===== src/rtl/vip_binary_stream_gen_if.sv =====
// 1-bit VIP pixel stream bundle: frame/line/pixel strobes plus the binary pixel.
// The generator drives it through master; consumers such as the 3x3 matrix use slave.
interface vip_binary_stream_gen_if;
   logic per_frame_vsync;
   logic per_frame_href;
   logic per_frame_clken;
   logic per_img_Y;

   modport master (
      output per_frame_vsync,
      output per_frame_href,
      output per_frame_clken,
      output per_img_Y
   );

   modport slave (
      input per_frame_vsync,
      input per_frame_href,
      input per_frame_clken,
      input per_img_Y
   );
endinterface


===== src/rtl/vip_binary_stream_gen.sv =====
// Source of a 1-bit VIP pixel stream with programmable geometry, blanking and pacing.
// Every stream output is registered from the next-state values, so outputs never glitch.
module vip_binary_stream_gen #(
   parameter logic [9:0] IMG_HDISP = 10'd480,
   parameter logic [9:0] IMG_VDISP = 10'd272,
   parameter logic [9:0] H_BLANK   = 10'd16,
   parameter logic [9:0] V_LEAD    = 10'd4,
   parameter logic [9:0] V_BLANK   = 10'd32,
   parameter logic [3:0] CLKEN_DIV = 4'd1
) (
   input  logic                        clk,
   input  logic                        rst,
   input  logic                        start,
   input  logic                        continuous,
   input  logic [1:0]                  pattern_sel,
   vip_binary_stream_gen_if.master     vip,
   output logic                        busy,
   output logic                        frame_done,
   output logic [15:0]                 frame_cnt
);

   typedef enum logic [2:0] {S_IDLE, S_LEAD, S_ACTIVE, S_HBLK, S_VBLK} state_t;

   state_t     state_q, state_d;
   logic [9:0] cnt_q, cnt_d;
   logic [9:0] x_q, x_d;
   logic [9:0] y_q, y_d;
   logic [3:0] div_q, div_d;
   logic [1:0] pat_q, pat_d;
   logic       vblk_entry;

   function automatic logic pixel(input logic [1:0] pat, input logic [9:0] x, input logic [9:0] y);
      logic v;
      case (pat)
         2'd1:    v = x[0] ^ y[0];
         2'd2:    v = x[3];
         2'd3:    v = (x == 10'd0) || (x == IMG_HDISP - 10'd1) ||
                      (y == 10'd0) || (y == IMG_VDISP - 10'd1);
         default: v = 1'b0;
      endcase
      return v;
   endfunction

   // NOTE: every next-state variable is defaulted first so no path through the case infers a latch.
   always_comb begin
      state_d = state_q;
      cnt_d   = cnt_q;
      x_d     = x_q;
      y_d     = y_q;
      div_d   = div_q;
      pat_d   = pat_q;
      case (state_q)
         S_IDLE: begin
            if (start) begin
               state_d = S_LEAD;
               cnt_d   = 10'd0;
               x_d     = 10'd0;
               y_d     = 10'd0;
               div_d   = 4'd0;
               pat_d   = pattern_sel;
            end
         end
         S_LEAD: begin
            if (cnt_q == V_LEAD - 10'd1) begin
               state_d = S_ACTIVE;
               cnt_d   = 10'd0;
               x_d     = 10'd0;
               div_d   = 4'd0;
            end else begin
               cnt_d = cnt_q + 10'd1;
            end
         end
         S_ACTIVE: begin
            // div paces the slot; x only moves on the last clock of a slot
            if (div_q == CLKEN_DIV - 4'd1) begin
               div_d = 4'd0;
               if (x_q == IMG_HDISP - 10'd1) begin
                  state_d = S_HBLK;
                  cnt_d   = 10'd0;
               end else begin
                  x_d = x_q + 10'd1;
               end
            end else begin
               div_d = div_q + 4'd1;
            end
         end
         S_HBLK: begin
            if (cnt_q == H_BLANK - 10'd1) begin
               cnt_d = 10'd0;
               x_d   = 10'd0;
               div_d = 4'd0;
               if (y_q == IMG_VDISP - 10'd1) begin
                  state_d = S_VBLK;
                  y_d     = 10'd0;
               end else begin
                  state_d = S_ACTIVE;
                  y_d     = y_q + 10'd1;
               end
            end else begin
               cnt_d = cnt_q + 10'd1;
            end
         end
         S_VBLK: begin
            if (cnt_q == V_BLANK - 10'd1) begin
               cnt_d = 10'd0;
               if (continuous) begin
                  state_d = S_LEAD;
                  pat_d   = pattern_sel;
               end else begin
                  state_d = S_IDLE;
               end
            end else begin
               cnt_d = cnt_q + 10'd1;
            end
         end
         default: state_d = S_IDLE;
      endcase
   end

   assign vblk_entry = (state_q == S_HBLK) && (state_d == S_VBLK);

   // NOTE: sequential state uses non-blocking assignments so every register samples pre-edge values.
   always_ff @(posedge clk) begin
      if (rst) begin
         state_q             <= S_IDLE;
         cnt_q               <= 10'd0;
         x_q                 <= 10'd0;
         y_q                 <= 10'd0;
         div_q               <= 4'd0;
         pat_q               <= 2'd0;
         vip.per_frame_vsync <= 1'b0;
         vip.per_frame_href  <= 1'b0;
         vip.per_frame_clken <= 1'b0;
         vip.per_img_Y       <= 1'b0;
         busy                <= 1'b0;
         frame_done          <= 1'b0;
         frame_cnt           <= 16'd0;
      end else begin
         state_q             <= state_d;
         cnt_q               <= cnt_d;
         x_q                 <= x_d;
         y_q                 <= y_d;
         div_q               <= div_d;
         pat_q               <= pat_d;
         vip.per_frame_vsync <= state_d inside {S_LEAD, S_ACTIVE, S_HBLK};
         vip.per_frame_href  <= (state_d == S_ACTIVE);
         vip.per_frame_clken <= (state_d == S_ACTIVE) && (div_d == 4'd0);
         vip.per_img_Y       <= (state_d == S_ACTIVE) && pixel(pat_d, x_d, y_d);
         busy                <= (state_d != S_IDLE);
         frame_done          <= vblk_entry;
         if (vblk_entry) frame_cnt <= frame_cnt + 16'd1;
      end
   end

endmodule


===== src/flat_wrapper.sv =====
// flat-port wrapper written by rule: the top's interface ports become plain ports
module vip_binary_stream_gen_flat 
#(
   parameter logic [9:0] IMG_HDISP = 10'd480,
   parameter logic [9:0] IMG_VDISP = 10'd272,
   parameter logic [9:0] H_BLANK   = 10'd16,
   parameter logic [9:0] V_LEAD    = 10'd4,
   parameter logic [9:0] V_BLANK   = 10'd32,
   parameter logic [3:0] CLKEN_DIV = 4'd1
)
  (clk, rst, start, continuous, pattern_sel, busy, frame_done, frame_cnt, vip_per_frame_vsync, vip_per_frame_href, vip_per_frame_clken, vip_per_img_Y);
  vip_binary_stream_gen_if vip_i ();
  input  logic clk;
  input  logic rst;
  input  logic start;
  input  logic continuous;
  input  logic [1:0] pattern_sel;
  output logic busy;
  output logic frame_done;
  output logic [15:0] frame_cnt;
  output wire logic [$bits(vip_i.per_frame_vsync)-1:0] vip_per_frame_vsync;
  output wire logic [$bits(vip_i.per_frame_href)-1:0] vip_per_frame_href;
  output wire logic [$bits(vip_i.per_frame_clken)-1:0] vip_per_frame_clken;
  output wire logic [$bits(vip_i.per_img_Y)-1:0] vip_per_img_Y;
  assign vip_per_frame_vsync = vip_i.per_frame_vsync;
  assign vip_per_frame_href = vip_i.per_frame_href;
  assign vip_per_frame_clken = vip_i.per_frame_clken;
  assign vip_per_img_Y = vip_i.per_img_Y;
  vip_binary_stream_gen #(.IMG_HDISP(IMG_HDISP), .IMG_VDISP(IMG_VDISP), .H_BLANK(H_BLANK), .V_LEAD(V_LEAD), .V_BLANK(V_BLANK), .CLKEN_DIV(CLKEN_DIV)) u_core (.clk(clk), .rst(rst), .start(start), .continuous(continuous), .pattern_sel(pattern_sel), .vip(vip_i), .busy(busy), .frame_done(frame_done), .frame_cnt(frame_cnt));
endmodule

===== config.mk =====
export PLATFORM = sky130hd
export DESIGN_NAME = vip_binary_stream_gen_flat
export DESIGN_NICKNAME = d
export VERILOG_FILES = /design/src/rtl/vip_binary_stream_gen_if.sv /design/src/rtl/vip_binary_stream_gen.sv /design/src/flat_wrapper.sv
export SDC_FILE = /design/constraint.sdc
export NUM_CORES = 1
export LEC_CHECK = 0
export CAP_MARGIN = 5
export CORE_UTILIZATION = 58
export DETAILED_ROUTE_END_ITERATION = 6
export HOLD_SLACK_MARGIN = 0.15
export PLACE_DENSITY = 0.8
export SYNTH_ARGS = -nofsm -noshare
export SYNTH_HDL_FRONTEND = slang
export SYNTH_SLANG_ARGS = --single-unit

===== constraint.sdc =====
create_clock -name clk -period 3.65 [get_ports clk]
set_input_delay 0.5475 -clock clk [delete_from_list [all_inputs] [get_ports clk]]
set_output_delay 0.5475 -clock clk [all_outputs]
set_load 0.02 [all_outputs]

==> summary.txt, run 1 <==
Run status
  • Status: completed

Floorplanning
  • Core area: 5540 µm²
  • Die height: 77.8 µm
  • Initial core utilization: 60.2%
  • I/O pin count: 28
  • Die Wd: 77.8 µm
  • DIE AREA: 6060 µm²
  • Number of cell rows: 27

Timing
  • RSZ-0062 raised after global routing: false
  • Worst Hold Slack: 0.498 ns
  • Fmax: 349 MHz
  • Setup Skew: 0.00835 ns
  • Max Slew Vio Count: 0
  • Worst Tran Pin Value: 0.610 ns
  • Endpoints failing setup: 0
  • TNS Setup: 0 ns
  • Final Hold Fails: 0
  • Post-route clock period utilization: 78.6%
  • Min cycle time layout: 2.87 ns
  • Slew Limit Headroom: 59.2%

Clocking
  • CTS clk-pin slew, worst paths: 0.07 ns
  • Hold buffers post-CTS: 0
  • Clock latency on the worst-skew pair: 0.34 ns
  • CTS tree: done
  • Root Driver: clkbuf_8
  • Worst-case clock buffer depth: 2
  • H-Tree Depth: 3
  • TritonCTS buffer count: 9
  • Sinks on Clock Net: 61
  • Post-CTS Setup Inserts: 0
  • Resized cells post-CTS: 0

Place
  • Port Buffers: 27
  • Placer Congestion: 0.973
  • Hpwl dp: 5470 µm

Global route
  • First-pass GRT wire length: 13,000 µm
  • Largest net degree at the start of global routing: 47
  • Grt ovf: 0
  • M3 GR Usage: 6.71%
  • Met1 usage: 33.3%
  • Vias in the first global route: 2,884
  • M2 GR Usage: 45.9%
  • Grt peak-use layer: met2
  • Initial antenna violation count: 0
  • GRT Total Usage: 27.1%

Final layout
  • Diodes inserted: 0
  • Most frequent cells in the layout: nor2_1, dfxtp_1, nand2_1
  • Syn-to-layout area delta: 14.9%
  • Fillers: 476
  • Fin util: 69.2%
  • Final Net Count: 456
  • Layout cells sized above 1: 7.35%

Route
  • DRC violations left: 0
  • WL/cell: 15.0 µm
  • Via count: 3,165
  • Remaining antenna violation count: 0
  • Vias per inst: 6.07
  • Post-Route WL: 7820 µm
  • Drt pass-1 iters: 5
  • 1st-iter DRT viols: 210

Synth
  • Register area share after synthesis: 36.6%
  • Multiplexer share of the synthesized area: 1.54%
  • Post-synth EDFFs: 0
  • XOR/XNOR share of the synthesized area: 6.04%
  • Asr flop ratio synth: 0%
  • Post-synthesis simple-gate area fraction: 32.4%
  • Synth Cell Area: 3330 µm²
  • Prevailing post-synth register cell: dfxtp_1
  • Main combinational cell family by area after synthesis: simple AND/OR/NAND/NOR gates
  • Post-synthesis adder-cell area fraction: 2.25%
  • Synth Warn #: 0
  • Synthesis-stage register bit count: 61
  • Post-Syn Nets: 433
  • Synth unique cells: 58
  • Synth Area in Compound Gates: 17.7%
  • Syn_area_per_cell: 7.92 µm²
  • Syn Inst Count: 421

Setup path
  • Crit Path Class: flop to flop
  • Worst setup EP type: flop
  • Req. time, crit path: 3.91 ns
  • Startpoint Class: flop
  • Critical path peak fanout: 9
  • CP arrival: 3.13 ns

Pwr
  • VDD IR max: 0.000244 V
  • Leak: 1.36 nW
  • Power Density: 339 nW/µm²

Run
  • Max Cap Violations: 0

Worst hold path
  • Worst hold path class: flop to flop
==> synth_stat cells (6+ instances only) <==
library cell / number / area (µm²)
a21oi_1: 25 / 125
a31oi_1: 8 / 50.1
and3_1: 14 / 87.6
clkbuf_1: 17 / 63.8
dfxtp_1: 61 / 1220
ha_1: 6 / 75.1
inv_1: 9 / 33.8
nand2_1: 31 / 116
nand3_1: 21 / 105
nand4_1: 17 / 106
nor2_1: 61 / 229
nor2b_1: 10 / 62.6
nor3_1: 10 / 50.1
o21ai_0: 25 / 125
xnor2_1: 10 / 87.6
xor2_1: 13 / 114
==> logic make-up after synthesis <==
kind of cell	after synthesis
AOI/OAI and AO/OA	92
xor gates and xnor gates	23
adders and majority gates	6
buffers and inverters	29
DFF	61
muxes	5
and+or+nand+nor	205
==> cell type report <==
type                    count  area, µm²  area share, %
well taps                  72       90.1           2.35
flip-flops and latches     61       1220           31.9
repair buffers             32        308           8.03
multi-input cells         331       2000           52.2
inverters                   9       33.8          0.882
clock buffers              12        155           4.05
clock inverters             4       22.5          0.588
==> layer usage <==
metal,share of wire [%],vias up
met2,48,91
met5,0,-
met4,1.2,0
met1,46,1487
met3,4.6,14
li1,-,1573
==> worst max-delay path, stage by stage (launching register included) <==
cell	delay (ns)
dfxtp_1	0.35
inv_1	0.09
ha_1	0.17
or3b_1	0.45
a31oi_2	0.44
a31oi_1	0.19
or4_1	0.54
or4_1	0.42
a31oi_1	0.15
==> state kept, by name (all words and copies together) (netlist names), 2 cells and up <==
name              count
u_core.x_q           10
u_core.cnt_q         10
u_core.div_q          4
u_core.state_q        3
u_core.frame_cnt     16
u_core.pat_q          2
u_core.y_q           10
==> metrics by stage <==
step	power (mW)	instance area [µm²]	setup slack, ns	std cells
floorplan	0.743	3330	1.08	421
global placement	0.766	3650	0.689	505
detailed placement	0.768	3650	0.506	505
CTS	1.30	3830	0.789	521
global route	1.35	3830	0.550	521
finish	1.30	3830	0.781	521
==> worst paths after layout <==
path | startpoint | end | slack (ns) | cells past startpoint
worst max-delay path | u_core.div_q[0]$_SDFF_PP0_ | u_core.vip.per_img_Y$_SDFF_PP0_ | 0.78 | 8
worst min-delay path | u_core.frame_cnt[15]$_SDFFE_PP0P_ | u_core.frame_cnt[15]$_SDFFE_PP0P_ | 0.50 | 2
worst max register to register | u_core.div_q[0]$_SDFF_PP0_ | u_core.vip.per_img_Y$_SDFF_PP0_ | 0.78 | 8
worst min register to register | u_core.frame_cnt[15]$_SDFFE_PP0P_ | u_core.frame_cnt[15]$_SDFFE_PP0P_ | 0.50 | 2
==> where the power goes <==
group / switching [mW] / total (mW) / internal, mW
Combinational: 0.0481 / 0.0767 / 0.0286
Sequential: 0.00608 / 0.678 / 0.672
Clock: 0.263 / 0.543 / 0.280
(Power assumes the default switching activity.)
==> inputs of run 2 (changes only) <==
--- a/config.mk
+++ b/config.mk
@@ -6,10 +6,10 @@
 export NUM_CORES = 1
 export LEC_CHECK = 0
 export CAP_MARGIN = 5
-export CORE_UTILIZATION = 58
+export CORE_UTILIZATION = 52
 export DETAILED_ROUTE_END_ITERATION = 6
 export HOLD_SLACK_MARGIN = 0.15
-export PLACE_DENSITY = 0.8
+export PLACE_DENSITY = 0.76
 export SYNTH_ARGS = -nofsm -noshare
 export SYNTH_HDL_FRONTEND = slang
 export SYNTH_SLANG_ARGS = --single-unit
==> constraint.sdc (replaced) <==
create_clock -name clk -period 2.5 [get_ports clk]
set_input_delay 0.375 -clock clk [delete_from_list [all_inputs] [get_ports clk]]
set_output_delay 0.375 -clock clk [all_outputs]
set_load 0.02 [all_outputs]
==> run 2 against run 1 <==
Against the previous run: the run now ends with negative setup slack left; final cell count grew 11%; largest cell class unchanged; maximum frequency grew 14%; routed wire length grew 12%; global-route usage grew 0.51 points; critical path depth is the same; setup slack lost 0.79 ns; total power grew 64%; sequential share of layout area shrank 3.6 points; register-to-register slack lost 0.79 ns; via count grew 8.4%; flip-flop and latch count is the same; design area grew 13%.
==> summary.txt, run 2 (synthesized netlist as in run 1, its figures left out) <==
Run status
  • Status: finished with violations
  • Failing checks: negative setup slack

Final layout
  • Most flops, register: u_core.frame_cnt
  • Final Net Count: 508
  • Syn-to-layout area delta: 29.9%
  • Most frequent cells in the layout: nor2_1, dfxtp_1, buf_4
  • Max FFs per register: 16
  • Diodes inserted: 0
  • Layout cells sized above 1: 19.4%
  • Commonest non-fill, non-tap cell in the layout: nor2_1

Timing
  • Worst Tran Pin Value: 0.670 ns
  • Min cycle time layout: 2.51 ns
  • Setup WS post-layout: -0.00919 ns
  • Max Slew Vio Count: 0
  • TNS Setup: -0.00919 ns
  • Final Hold Fails: 0
  • Fmax: 399 MHz
  • Setup Skew: 0.0142 ns
  • Endpoints failing setup: 1
  • RSZ-0062 raised after global routing: true
  • Post-route clock period utilization: 100%
  • Slew Limit Headroom: 54.8%

Setup path
  • Slowest cell on crit path: or4_4
  • Req. time, crit path: 2.77 ns
  • RR Startpoint: u_core.y_q[4]$_SDFF_PP0_
  • Crit Path Class: flop to flop
  • Slowest stage delay, CP: 0.55 ns
  • CP cell instances: or4_4, or3_4, o211ai_1, a31oi_1, or4_1, mux2i_1, nand4_1, a31oi_1
  • Cells on worst reg2reg path: 8
  • Crit-path most repeated cell: a31oi_1
  • Worst setup EP type: flop
  • CP arrival: 2.78 ns
  • Startpoint Class: flop
  • R2R Path End: u_core.vip.per_img_Y$_SDFF_PP0_
  • Setup crit end: u_core.vip.per_img_Y$_SDFF_PP0_
  • Critical path peak fanout: 4
  • Slack of the worst reg-to-reg path: -0.009 ns
  • CP Launch Point: u_core.y_q[4]$_SDFF_PP0_

Run
  • Max Cap Violations: 0

Route
  • Post-Route WL: 8730 µm
  • Remaining antenna violation count: 0
  • Via count: 3,430
  • 1st-iter DRT viols: 314
  • DRC violations left: 0
  • WL/cell: 15.2 µm
  • Drt pass-1 iters: 5
  • Vias per inst: 5.95

Floorplanning
  • Initial core utilization: 55.0%
  • Die height: 82.1 µm
  • Number of cell rows: 28
  • I/O pin count: 28
  • DIE AREA: 6740 µm²
  • Core area: 6060 µm²
  • Die Wd: 82.1 µm

Global route
  • Initial antenna violation count: 0
  • First-pass GRT wire length: 14,200 µm
  • Grt ovf: 0
  • GRT Total Usage: 27.6%
  • Vias in the first global route: 3,106
  • Largest net degree at the start of global routing: 47

Pwr
  • NetSw: 474 µW
  • Reg power frac: 46.4%
  • Power Density: 490 nW/µm²
  • Pint: 1.65 mW
  • VDD IR max: 0.000399 V
  • Clock power frac: 47.2%
  • Sw frac: 22.3%
  • Combinational power share: 6.3%
  • Leak: 1.65 nW

Place
  • Placer Congestion: 0.936
  • Hpwl dp: 6120 µm
  • Port Buffers: 27
  • Setup slack at placement: -0.197 ns

Clocking
  • Worst-case clock buffer depth: 2
  • Clock latency on the worst-skew pair: 0.34 ns
  • Sinks on Clock Net: 61
  • Hold buffers post-CTS: 0
  • CTS tree: done
  • TritonCTS buffer count: 9
  • CTS clk-pin slew, worst paths: 0.07 ns
  • H-Tree Depth: 3
  • Root Driver: clkbuf_8

Worst hold path
  • Worst hold path class: flop to flop
run 2: power groups by stage:
stage,clock [mW],sequential [mW],combinational (mW)
final,1.00,0.986,0.135
after global routing,1.06,0.986,0.148
after CTS,1.03,0.984,0.132
after detailed placement,0,1.01,0.131
after global placement,0,1.01,0.129
after floorplan,0,1.01,0.0736
run 2: worst min-delay path by stage:
stage | start | endpoint | depth (start not counted)
2_1_floorplan | u_core.cnt_q[7]$_SDFFE_PP0P_ | u_core.cnt_q[7]$_SDFFE_PP0P_ | 2
3_3_place_gp | u_core.frame_cnt[15]$_SDFFE_PP0P_ | u_core.frame_cnt[15]$_SDFFE_PP0P_ | 2
3_5_place_dp | u_core.frame_cnt[15]$_SDFFE_PP0P_ | u_core.frame_cnt[15]$_SDFFE_PP0P_ | 2
4_1_cts | u_core.frame_cnt[15]$_SDFFE_PP0P_ | u_core.frame_cnt[15]$_SDFFE_PP0P_ | 2
5_1_grt | u_core.frame_cnt[15]$_SDFFE_PP0P_ | u_core.frame_cnt[15]$_SDFFE_PP0P_ | 2
6_report | u_core.frame_cnt[15]$_SDFFE_PP0P_ | u_core.frame_cnt[15]$_SDFFE_PP0P_ | 2
run 2: per-layer routing:
layer  routed length (µm)  part of all wire [%]  track usage [%]
met1                 3900                    45             35.1
met2                 4240                    49             45.2
met3                  423                   4.8             4.78
met4                  167                   1.9             12.5
met5                    0                     0                0
run 2: cell type report:
class                   count  area (µm²)
flip-flops and latches     61        1220
repair buffers             84         698
multi-input cells         331        2060
well taps                  75        93.8
inverters                   9        33.8
clock inverters             4        70.1
fillers                   480        1730
clock buffers              12         155
run 2: metrics by stage:
step | instance area [µm²] | instances | hold WS [ns] | util [%] | power (mW)
2_1_floorplan | 3340 | 421 | 0.467 | - | 1.08
3_3_place_gp | 4010 | 554 | 0.470 | 66.2 | 1.14
3_5_place_dp | 4010 | 554 | 0.490 | 66.2 | 1.14
4_1_cts | 4280 | 574 | 0.500 | 70.5 | 2.14
5_1_grt | 4330 | 576 | 0.527 | 71.5 | 2.19
6_report | 4330 | 576 | 0.494 | 71.5 | 2.12
run 2: critical path: cells and delay by family, from the launching register on:
family           cells  cell delay (ns)
flip-flops           1             0.31
AND/OR/NAND/NOR      4             1.51
AO/OA/AOI/OAI        3             0.47
multiplexers         1             0.14
run 2: what timing repair did:
item / in CTS / in global routing
pin swaps: 8 / 7
setup endpoints to repair: 2 / 10
gates resized for setup: 4 / 11
setup buffers: 4 / 2
==> inputs of run 3 (changes only) <==
--- a/config.mk
+++ b/config.mk
@@ -8,6 +8,7 @@
 export CAP_MARGIN = 5
 export CORE_UTILIZATION = 52
 export DETAILED_ROUTE_END_ITERATION = 6
+export GPL_ROUTABILITY_DRIVEN = 0
 export HOLD_SLACK_MARGIN = 0.15
 export PLACE_DENSITY = 0.76
 export SYNTH_ARGS = -nofsm -noshare
==> run 3 against run 2 <==
Against the previous run: the flow still finishes with violations (negative setup slack); final cell count unchanged; worst hold slack better by 0.0077 ns; non-clock buffer count up 1; global-route usage down 1.8 points; clock power about the same; flip-flop and latch count unchanged; routed wire length down 5.0%; design area unchanged; setup slack worse by 0.053 ns; combinational power about the same; sequential power about the same; largest cell class unchanged.
==> summary.txt, run 3 (synthesized netlist as in run 1, its figures left out) <==
Global route
  • Grt ovf: 0
  • Largest net degree at the start of global routing: 47
  • Initial antenna violation count: 0
  • Vias in the first global route: 3,057
  • First-pass GRT wire length: 13,500 µm
  • GRT Total Usage: 25.8%

Final layout
  • Syn-to-layout area delta: 29.9%
  • Final Net Count: 509
  • Diodes inserted: 0
  • Layout cells sized above 1: 19.8%
  • Max FFs per register: 16
  • Commonest non-fill, non-tap cell in the layout: nor2_1
  • Most flops, register: u_core.frame_cnt
  • Most frequent cells in the layout: nor2_1, buf_4, dfxtp_1

Pwr
  • Reg power frac: 46.0%
  • VDD IR max: 0.000446 V
  • NetSw: 466 µW
  • Leak: 1.66 nW
  • Combinational power share: 6.3%
  • Sw frac: 21.8%
  • Power Total: 2.14 mW
  • Power Density: 495 nW/µm²
  • Clock power frac: 47.7%
  • Pint: 1.68 mW

Setup path
  • R2R Path End: u_core.vip.per_img_Y$_SDFF_PP0_
  • Critical path buffer and inverter count: 0
  • Slowest stage delay, CP: 0.55 ns
  • Req. time, crit path: 2.76 ns
  • CP Launch Point: u_core.y_q[4]$_SDFF_PP0_
  • CP cell instances: or4_4, or3_4, o211ai_1, a31oi_1, or4_1, mux2i_1, nand4_1, a31oi_1
  • Cells on worst reg2reg path: 8
  • CP arrival: 2.83 ns
  • Slack of the worst reg-to-reg path: -0.06 ns
  • Critical path peak fanout: 4
  • Crit-path most repeated cell: a31oi_1
  • Worst setup EP type: flop
  • RR Startpoint: u_core.y_q[4]$_SDFF_PP0_
  • Critical path's top delay family: simple AND/OR/NAND/NOR gates
  • Startpoint Class: flop
  • Slowest cell on crit path: or4_4
  • Crit Path Class: flop to flop

Run
  • Max Cap Violations: 0

Route
  • Drt pass-1 iters: 6
  • Post-Route WL: 8300 µm
  • Remaining antenna violation count: 0
  • DRC violations left: 0
  • 1st-iter DRT viols: 211
  • WL/cell: 14.4 µm
  • Via count: 3,396
  • Vias per inst: 5.90

Worst hold path
  • Hold Startpoint: u_core.cnt_q[9]$_SDFFE_PP0P_
  • Endpoint of the worst hold path: u_core.cnt_q[9]$_SDFFE_PP0P_
  • Worst hold path class: flop to flop
  • Worst Hold Depth: 2

Timing
  • Setup WS post-layout: -0.0622 ns
  • Max Slew Vio Count: 0
  • Final Hold Fails: 0
  • TNS Setup: -0.139 ns
  • Post-route clock period utilization: 102%
  • Worst Tran Pin Value: 0.574 ns
  • Slew Limit Headroom: 61.3%
  • Endpoints failing setup: 4
  • RSZ-0062 raised after global routing: true
  • Min cycle time layout: 2.56 ns
  • Fmax: 390 MHz
  • Setup Skew: 0.0107 ns

Clocking
  • H-Tree Depth: 3
  • TritonCTS buffer count: 9
  • Sinks on Clock Net: 61
  • Clock latency on the worst-skew pair: 0.34 ns
  • Worst-case clock buffer depth: 2
  • CTS clk-pin slew, worst paths: 0.07 ns
  • Hold buffers post-CTS: 0
  • Root Driver: clkbuf_8
  • CTS tree: done

Place
  • Hpwl dp: 6020 µm
  • Port Buffers: 27

Run status
  • Status: finished with violations
  • Failing checks: negative setup slack

Floorplanning
  • Initial core utilization: 55.0%
  • Core area: 6060 µm²
  • Number of cell rows: 28
  • DIE AREA: 6740 µm²
  • Die height: 82.1 µm
  • I/O pin count: 28
  • Die Wd: 82.1 µm
[run 3: worst max-delay path by stage]
stage	end	depth (start not counted)
2_1_floorplan	u_core.vip.per_img_Y$_SDFF_PP0_	9
5_1_grt	u_core.vip.per_img_Y$_SDFF_PP0_	8
3_3_place_gp	u_core.vip.per_img_Y$_SDFF_PP0_	9
4_1_cts	u_core.vip.per_img_Y$_SDFF_PP0_	8
3_5_place_dp	u_core.vip.per_img_Y$_SDFF_PP0_	9
6_report	u_core.vip.per_img_Y$_SDFF_PP0_	8
[run 3: timing repair]
action | in CTS | in global routing
gates resized for setup | 1 | 13
setup buffers | 3 | 3
endpoints found under the setup margin | 2 | 9
pin swaps | 6 | 8
[run 3: per-stage QoR]
step           instance area [µm²]  setup WS (ns)  hold WS (ns)  std cells  util [%]
2_1_floorplan                 3340       0.000747         0.467        421         -
3_5_place_dp                  4020         -0.234         0.483        555      66.3
4_1_cts                       4280        -0.0293         0.493        573      70.5
5_1_grt                       4330         -0.198         0.526        576      71.5
6_report                      4330        -0.0622         0.502        576      71.5
3_3_place_gp                  4020         -0.137         0.472        555      66.3
[run 3: final cells by class]
class / instances / area, µm²
Timing Repair Buffer: 85 / 709
Clock inverter: 3 / 67.6
Inverter: 9 / 33.8
Sequential cell: 61 / 1230
Multi-Input combinational cell: 331 / 2030
Tap cell: 75 / 93.8
Fill cell: 482 / 1730
Clock buffer: 12 / 165
[run 3: worst min-delay path, cell delays in order (launching register included)]
cell and delay, ns:
dfxtp_1 0.32, o21ai_0 0.07, a21oi_1 0.06
[run 3: per-layer routing]
metal / GRT usage, % / wire, µm
met2: 43.6 / 4050
met4: 6.84 / 83
met5: 0 / 0
met1: 32.4 / 3750
met3: 6.44 / 412
[run 3: power groups by stage]
stage	Combinational (mW)	Sequential (mW)	Clock, mW
floorplan	0.0736	1.01	0
global placement	0.129	1.01	0
detailed placement	0.132	1.01	0
CTS	0.133	0.985	1.04
global route	0.148	0.985	1.08
finish	0.136	0.985	1.02
==> variant (flow settings as in run 1) <==
Remove the register `busy`: a continuous assignment takes its place, so the output `busy` follows one clock earlier.
--- a/src/rtl/vip_binary_stream_gen.sv
+++ b/src/rtl/vip_binary_stream_gen.sv
@@ -132,7 +132,6 @@
          vip.per_frame_href  <= 1'b0;
          vip.per_frame_clken <= 1'b0;
          vip.per_img_Y       <= 1'b0;
-         busy                <= 1'b0;
          frame_done          <= 1'b0;
          frame_cnt           <= 16'd0;
       end else begin
@@ -146,11 +145,12 @@
          vip.per_frame_href  <= (state_d == S_ACTIVE);
          vip.per_frame_clken <= (state_d == S_ACTIVE) && (div_d == 4'd0);
          vip.per_img_Y       <= (state_d == S_ACTIVE) && pixel(pat_d, x_d, y_d);
-         busy                <= (state_d != S_IDLE);
          frame_done          <= vblk_entry;
          if (vblk_entry) frame_cnt <= frame_cnt + 16'd1;
       end
    end
 
+   assign busy = (state_d != S_IDLE);
+
 endmodule
 
Function: changed (Yosys sat finds a counterexample within 4 cycles, from zero or initial values and one cycle with rst high).
==> variant against run 1 <==
- clock power increased by 14%
- setup slack worse by 0.63 ns
- non-clock buffer count is 2 higher
- power up 5.6%
- synthesized area is essentially flat
- final cell count is 1.2% higher
- count of clock-buffer cells in the layout stayed put
- first-iteration DRC count up 3.8%
- worst hold slack lost 0.017 ns
- sequential cell count down 1
- routed wire length is 0.91% higher
- clock skew shrank 0.00079 ns
- final area up 1.3%
- die area is essentially flat
- critical path type is now reg -> out
==> variant: results (changes against run 1) <==
Run status
  – Outcome: completed

Yosys
  – Top cells by count, synth: dfxtp_1, nor2_1, nand2_1
  – Post-synthesis adder-cell area fraction: 2.25% (about the same)
  – Mux share of post-synthesis cell area: 2.14% (+0.60 points)
  – Area contributors post-synth: dfxtp_1, nor2_1, a21oi_1
  – Synth Area in Compound Gates: 17.1% (-0.69 points)
  – XOR/XNOR share of the synthesized area: 6.30% (+0.26 points)
  – Syn nets: 436 (+0.69%)
  – Synth Instances: 424 (+0.71%)
  – Netlist cell types: 56 (-3.4%)

Place
  – Gpl congestion: 0.868 (-11%)
  – DP Area: 3670 um^2 (+0.48%)
  – Hpwl dp: 5.46 mm (-0.14%)
  – Pre-CTS WS: 0.312 ns (-0.194 ns)
  – Cells after DPL: 511 (+1.2%)

Global route
  – Largest net degree at the start of global routing: 48 (+2.1%)
  – First-pass GRT wire length: 12.9 mm (-0.95%)

STA
  – Worst Slack Setup Final: 0.156 ns (-0.625 ns)
  – Hold WS: 0.481 ns (-0.0171 ns)
  – Worst-Margin Slew: 0.973 ns (+0.363 ns)
  – Worst Skew: 0.00756 ns (-0.000788 ns)

Layout
  – Non-Filler Instances: 527 (+1.2%)
  – Share of layout cells above drive strength 1: 8.35% (+1.0 points)
  – Final-layout fill cell count: 463 (-2.7%)
  – Nets: 462 (+1.3%)

Setup path
  – Reg2Reg Setup Slack: 0.54 ns (-0.24 ns)
  – Family with the most delay on the worst path: buffers and inverters
  – WP data arrival: 2.95 ns (-0.18 ns)
  – RR Startpoint: u_core.cnt_q[5]
  – Critical path peak fanout: 6 (-3)
  – Crit. Startpoint: u_core.x_q[1]
  – Critical-path top delay cell: clkdlybuf4s50_1

Worst hold path
  – Hold EP: u_core.cnt_q[1]
  – Worst Min Path Start: u_core.cnt_q[1]

Routing
  – Routed WL: 7.89 mm (+0.91%)
  – Initial DRC count: 218 (+3.8%)
  – Wire length on met1: 3.67 mm (+1.8%)
  – Met2 wire length: 3.63 mm (-3.6%)
  – Vias: 3,196 (+0.98%)

Power and ir drop
  – Leak: 1.42 nW (+4.3%)
  – Worst VDD drop: 0.000216 V (-12%)
  – Switching portion of total power: 23.8% (-0.67 points)
  – Seq pwr share: 48.7% (-3.5 points)
[variant: cell count changes in the layout (fill, tap and decap cells not counted), sizes merged, moves of 3 or more]
cell    delta
o21ai      -4
a31oi      -7
nand2      +4
o311ai     +3
a21o       +6
o31a       +3
nor3       +4
nor4       +7
nand3      +3
nor2       -3
nand4      -7
[variant: metal layers]
layer | global-route usage, % | up-vias
met5 | 0 | -
met4 | 15.5 | 0
met3 | 4.24 | 20
met2 | 43.8 | 123
met1 | 34.1 | 1465
li1 | - | 1588
[variant: final cells by class]
type / instances / area (um^2) / area share [%]
repair buffers: 34 / 323 / 8.32
clock inverters: 4 / 47.5 / 1.23
flip-flops and latches: 60 / 1200 / 31.0
inverters: 9 / 33.8 / 0.871
multi-input cells: 336 / 2030 / 52.3
clock buffers: 12 / 155 / 4.00
well taps: 72 / 90.1 / 2.32
[variant: timing repair]
item / CTS / global route
gates resized for setup: 0 / 1
setup endpoints to repair: 0 / 1
endpoints found under the hold margin: 0 / 0
